File: config.mk
export PLATFORM = sky130hd
export DESIGN_NAME = resize_udiv_seq
export DESIGN_NICKNAME = d
export VERILOG_FILES = /design/src/rtl/resize_udiv_seq.sv
export SDC_FILE = /design/constraint.sdc
export NUM_CORES = 1
export LEC_CHECK = 0
export ABC_AREA = 1
export CAP_MARGIN = 15
export CORE_MARGIN = 4
export CORE_UTILIZATION = 40
export CTS_BUF_LIST = sky130_fd_sc_hd__clkbuf_8
export CTS_CLUSTER_DIAMETER = 100
export DETAILED_ROUTE_END_ITERATION = 16
export GPL_ROUTABILITY_DRIVEN = 0
export GPL_TIMING_DRIVEN = 0
export PLACE_DENSITY_LB_ADDON = 0.2
export SLEW_MARGIN = 25
export SYNTH_ARGS = -nofsm -noshare
export SYNTH_HDL_FRONTEND = slang
export SYNTH_SLANG_ARGS = --single-unit
File: constraint.sdc
create_clock -name ap_clk -period 2.5 [get_ports ap_clk]
set_input_delay 0.375 -clock ap_clk [delete_from_list [all_inputs] [get_ports ap_clk]]
set_output_delay 0.375 -clock ap_clk [all_outputs]
set_load 0.02 [all_outputs]
File: src/rtl/resize_udiv_seq.sv
// Sequential unsigned divider, 24-bit dividend / 8-bit divisor -> 16-bit saturated quotient.
// Inverts the 16x8->24 resize multiplier using one restoring-division step per cycle.
module resize_udiv_seq #(
  parameter logic [31:0] ID = 32'd1
) (
  input  logic        ap_clk,
  input  logic        ap_rst,
  input  logic [23:0] din0,
  input  logic [7:0]  din1,
  input  logic        in_valid,
  output logic        in_ready,
  output logic [15:0] quot,
  output logic [7:0]  rem,
  output logic        ovf,
  output logic        dz,
  output logic        out_valid,
  input  logic        out_ready,
  output logic [1:0]  o_dbg_state
);

  // Handshake: a transfer happens on a rising edge where valid && ready are both 1;
  // in_ready is 1 only in IDLE, out_valid is 1 only in DONE, results hold until taken.
  typedef enum logic [1:0] {
    S_IDLE = 2'd0,
    S_BUSY = 2'd1,
    S_DONE = 2'd2
  } state_t;

  state_t      r_state;
  logic [4:0]  r_cnt;
  logic [8:0]  r_prem;
  logic [23:0] r_q;
  logic [7:0]  r_div;
  logic        r_in_ready;
  logic        r_out_valid;
  logic [15:0] r_quot;
  logic [7:0]  r_rem;
  logic        r_ovf;
  logic        r_dz;

  logic [8:0]  w_shift;
  logic        w_ge;
  logic [8:0]  w_prem_nxt;
  logic [23:0] w_q_nxt;
  logic        w_unused;

  // r_q starts as the dividend; bits shift out the top into the remainder
  // while quotient bits shift in at the bottom.
  assign w_shift    = {r_prem[7:0], r_q[23]};
  assign w_ge       = (w_shift >= {1'b0, r_div});
  assign w_prem_nxt = w_ge ? (w_shift - {1'b0, r_div}) : w_shift;
  assign w_q_nxt    = {r_q[22:0], w_ge};
  assign w_unused   = ^{ID, r_prem[8]};

  always_ff @(posedge ap_clk or posedge ap_rst) begin
    if (ap_rst) begin
      r_state     <= S_IDLE;
      r_cnt       <= 5'd0;
      r_prem      <= 9'd0;
      r_q         <= 24'd0;
      r_div       <= 8'd0;
      r_in_ready  <= 1'b1;
      r_out_valid <= 1'b0;
      r_quot      <= 16'h0000;
      r_rem       <= 8'h00;
      r_ovf       <= 1'b0;
      r_dz        <= 1'b0;
    end else begin
      case (r_state)
        S_IDLE: begin
          if (in_valid) begin
            r_q        <= din0;
            r_div      <= din1;
            r_prem     <= 9'd0;
            r_cnt      <= 5'd0;
            r_in_ready <= 1'b0;
            r_state    <= S_BUSY;
          end
        end
        S_BUSY: begin
          r_q    <= w_q_nxt;
          r_prem <= w_prem_nxt;
          r_cnt  <= r_cnt + 5'd1;
          if (r_cnt == 5'd23) begin
            r_state     <= S_DONE;
            r_out_valid <= 1'b1;
            r_cnt       <= 5'd0;
            if (r_div == 8'd0) begin
              // Divide-by-zero overrides whatever the step logic produced.
              r_dz   <= 1'b1;
              r_quot <= 16'hFFFF;
              r_rem  <= 8'h00;
              r_ovf  <= 1'b0;
            end else if (|w_q_nxt[23:16]) begin
              r_dz   <= 1'b0;
              r_quot <= 16'hFFFF;
              r_rem  <= w_prem_nxt[7:0];
              r_ovf  <= 1'b1;
            end else begin
              r_dz   <= 1'b0;
              r_quot <= w_q_nxt[15:0];
              r_rem  <= w_prem_nxt[7:0];
              r_ovf  <= 1'b0;
            end
          end
        end
        S_DONE: begin
          if (out_ready) begin
            r_state     <= S_IDLE;
            r_out_valid <= 1'b0;
            r_in_ready  <= 1'b1;
          end
        end
        default: begin
          r_state     <= S_IDLE;
          r_in_ready  <= 1'b1;
          r_out_valid <= 1'b0;
        end
      endcase
    end
  end

  assign in_ready    = r_in_ready;
  assign out_valid   = r_out_valid;
  assign quot        = r_quot;
  assign rem         = r_rem;
  assign ovf         = r_ovf;
  assign dz          = r_dz;
  assign o_dbg_state = r_state;

endmodule

==> impl_metrics.ini <==
[die]
die-area_um2 = 10700
core_area_um2 = 8810
die_w_um = 104
fp-row-count = 34
pin_count = 66
die_height_um = 104
start_util_pct = 41.5

[route]
wire_per_inst_um = 14.4
vias_per_cell = 5.14
firstDrtPassIters = 4
met2WireLength_um = 3980
post-route-drc-count = 0
ant_nets = 0
route.vias.total = 3113
dr.first_iter.drc_count = 147
routed_wl_um = 8720
maxUsedRoutingLayer = met4
wl_met3_um = 461
met1_length_um = 4160

[synthesis]
synth_ff_type = dfrtp_1
ys_types = 36
synth-seq-cells = 75
ys_warn_count = 0
seq_area_frac_synth_pct = 51.4
postSynthAreaPerCell_um2 = 8.79
syn-num-nets = 462
async_flop_share_pct = 100
synth_top_area_share_pct = 50.6
syn_area_um2 = 3660
yosysTopAreaCell = dfrtp_1
yosys-top-cells-area = dfrtp_1, nand2_1, inv_1, a221oi_1, nor2_1
synth-edff-count = 0
syn_inst = 416

[sta]
min_period_ns = 2.04
finalCritPeriodShare_pct = 81.7
max_freq_ghz = 0.490
grt_setup_unrepaired = no
maxSlewViolCount = 0
skew_ns = 0.0115
worst_slew_margin_rel_pct = 50.5
setup_viol = 0
worstMarginPinSlew_ns = 0.739
tns_ns = 0
fin_ws_ns = 0.459
hold_viol = 0

[global_route]
overflow = 0
grt_pass1_vias = 3079
grt_pass1_wl_um = 14900
grt_antenna_before_repair = 0
grt_max_degree = 49
grt_util_all_layers_pct = 16.9

[clock_network]
postCtsHoldBufs = 0
ctsHtreeMaxLevel = 3
clkSlewWorstSetupHoldPaths_ns = 0.08
cts_tree = done
clk_latency_ns = 0.35
cts_buffers = 9
root_buffer = clkbuf_8
ctsResizeCount = 0
post-cts-setup-buffers = 0
cts_buffer_depth = 2
cts.sinks = 75

[final_layout]
final_nets = 539
finalInstanceArea_um2 = 4690
most-common-layout-cells = nand2_1, dfrtp_1, clkdlybuf4s50_1
utilization_pct = 53.3
synthToLayoutAreaGrowth_pct = 28.3
layout.cells.most_common = nand2_1
n_antenna_cell = 0
drive_gt1_share_pct = 9.04

[power]
p_per_area_nw_per_um2 = 1360
leakagePower_nw = 2.24
internal_power_w = 0.00366
p_sw_w = 0.00274
power.total_w = 0.00640
p_sw_share_pct = 42.8
pwr-share-clk_pct = 16.1
peakVddDrop_mv = 0.641
p_comb_share_pct = 51.9
seqPwrFrac_pct = 32.0

[critical_path]
cp_num_buf_inv = 0
rr_startpoint = r_prem[5]
cp.arrival_ns = 2.28
critical_path_class = reg2reg
crit_family = simple AND/OR/NAND/NOR gates
timing.critical_path.mode_cell = nand2_1
max_stage_delay_ns = 0.42
cp.required_ns = 2.74
crit_fanout = 10
cp-start-kind = flip-flop
cp_cell_sequence = ha_1, nand2_1, nand2_1, nand2_1, nand2_1, a21oi_2, nand2_2, nand2_1, nand2_1, nand2_1, nand2_1
end_kind = flip-flop
reg2reg_to = rem[4]
r2r_cells = 11
slowest_stage = dfrtp_1
regToRegSetupSlack_ns = 0.46

[place]
dpl_cell_area_um2 = 4470
pre_cts_slack_ns = 0.488
dp_hpwl_um = 6610
port_buffers = 65

[status]
outcome = finished clean

[hold_path]
hp-class = in2async

[run]
drv_cap = 0
-- stage by stage --
| stage | instances | hold WS (ns) |
|---|---|---|
| final | 606 | 0.356 |
| after global routing | 606 | 0.386 |
| after CTS | 606 | 0.356 |
| after detailed placement | 590 | 0.465 |
| after global placement | 589 | 0.465 |
| after floorplan | 416 | 0.468 |
-- kinds of logic (layout without fill, tap and decap cells) --
group                    after synthesis  after routing  synth area share [%]
AO/OA/AOI/OAI                         63             63                  12.0
XOR/XNOR                               4              4                 0.958
adder cells (fa/ha/maj)               10             10                  3.63
buffers and inverters                 72            154                  8.18
flip-flops                            75             75                  51.4
multiplexers                           1              1                 0.308
AND/OR/NAND/NOR                      191            191                  23.6
-- layer usage --
layer / track usage [%] / up-vias
met5: 0 / -
met2: 25.4 / 69
met4: 6.08 / 0
li1: - / 1547
met1: 23.6 / 1483
met3: 4.48 / 14
-- layout make-up --
cell class                      instances  area, um^2
Clock buffer                            9         124
Fill cell                             847        4110
Tap cell                              108         135
Timing Repair Buffer                   66         678
Sequential cell                        75        1880
Buffer                                 18        93.8
Multi-Input combinational cell        269        1480
Inverter                               54         208
Clock inverter                          7        96.3
-- cell usage after synthesis (2+ instances only) --
library cell   n
a21oi_1       10
a221oi_1      21
a31oi_1       15
buf_2          9
buf_6          2
clkbuf_1       6
dfrtp_1       74
ha_1           9
inv_1         50
inv_2          3
nand2_1       92
nand2_2        3
nand3_1       25
nand3b_1       4
nand4_1        2
nor2_1        37
nor2_8         2
nor3_1        22
nor3_2         2
o211ai_1       3
o21ai_0        7
o31ai_1        2
xnor2_1        2
xor2_1         2
-- power by group through the flow --
stage               clock, W  sequential, W  combinational, W
CTS                  0.00106        0.00205           0.00334
floorplan                  0        0.00225           0.00210
finish               0.00103        0.00204           0.00332
global placement           0        0.00205           0.00325
global route         0.00111        0.00211           0.00374
detailed placement         0        0.00207           0.00332
-- state kept, by name, indices dropped and copies added (netlist names) --
name and flops:
dz 1, in_ready 1, o_dbg_state 2, out_valid 1
ovf 1, quot 16, r_cnt 5, r_div 8
r_prem 8, r_q 24, rem 8
-- worst max path at each step --
stage | slack (ns) | from | end | cells past startpoint
floorplan | 0.22 | ap_rst | dz | 1
global placement | -1.03 | ap_rst | r_div[0] | 2
detailed placement | 0.49 | r_prem[5] | rem[6] | 11
CTS | 0.47 | r_prem[5] | rem[4] | 11
global route | 0.23 | r_prem[5] | r_prem[6] | 11
finish | 0.46 | r_prem[5] | rem[4] | 11
Power figures use the tool's default switching activity.
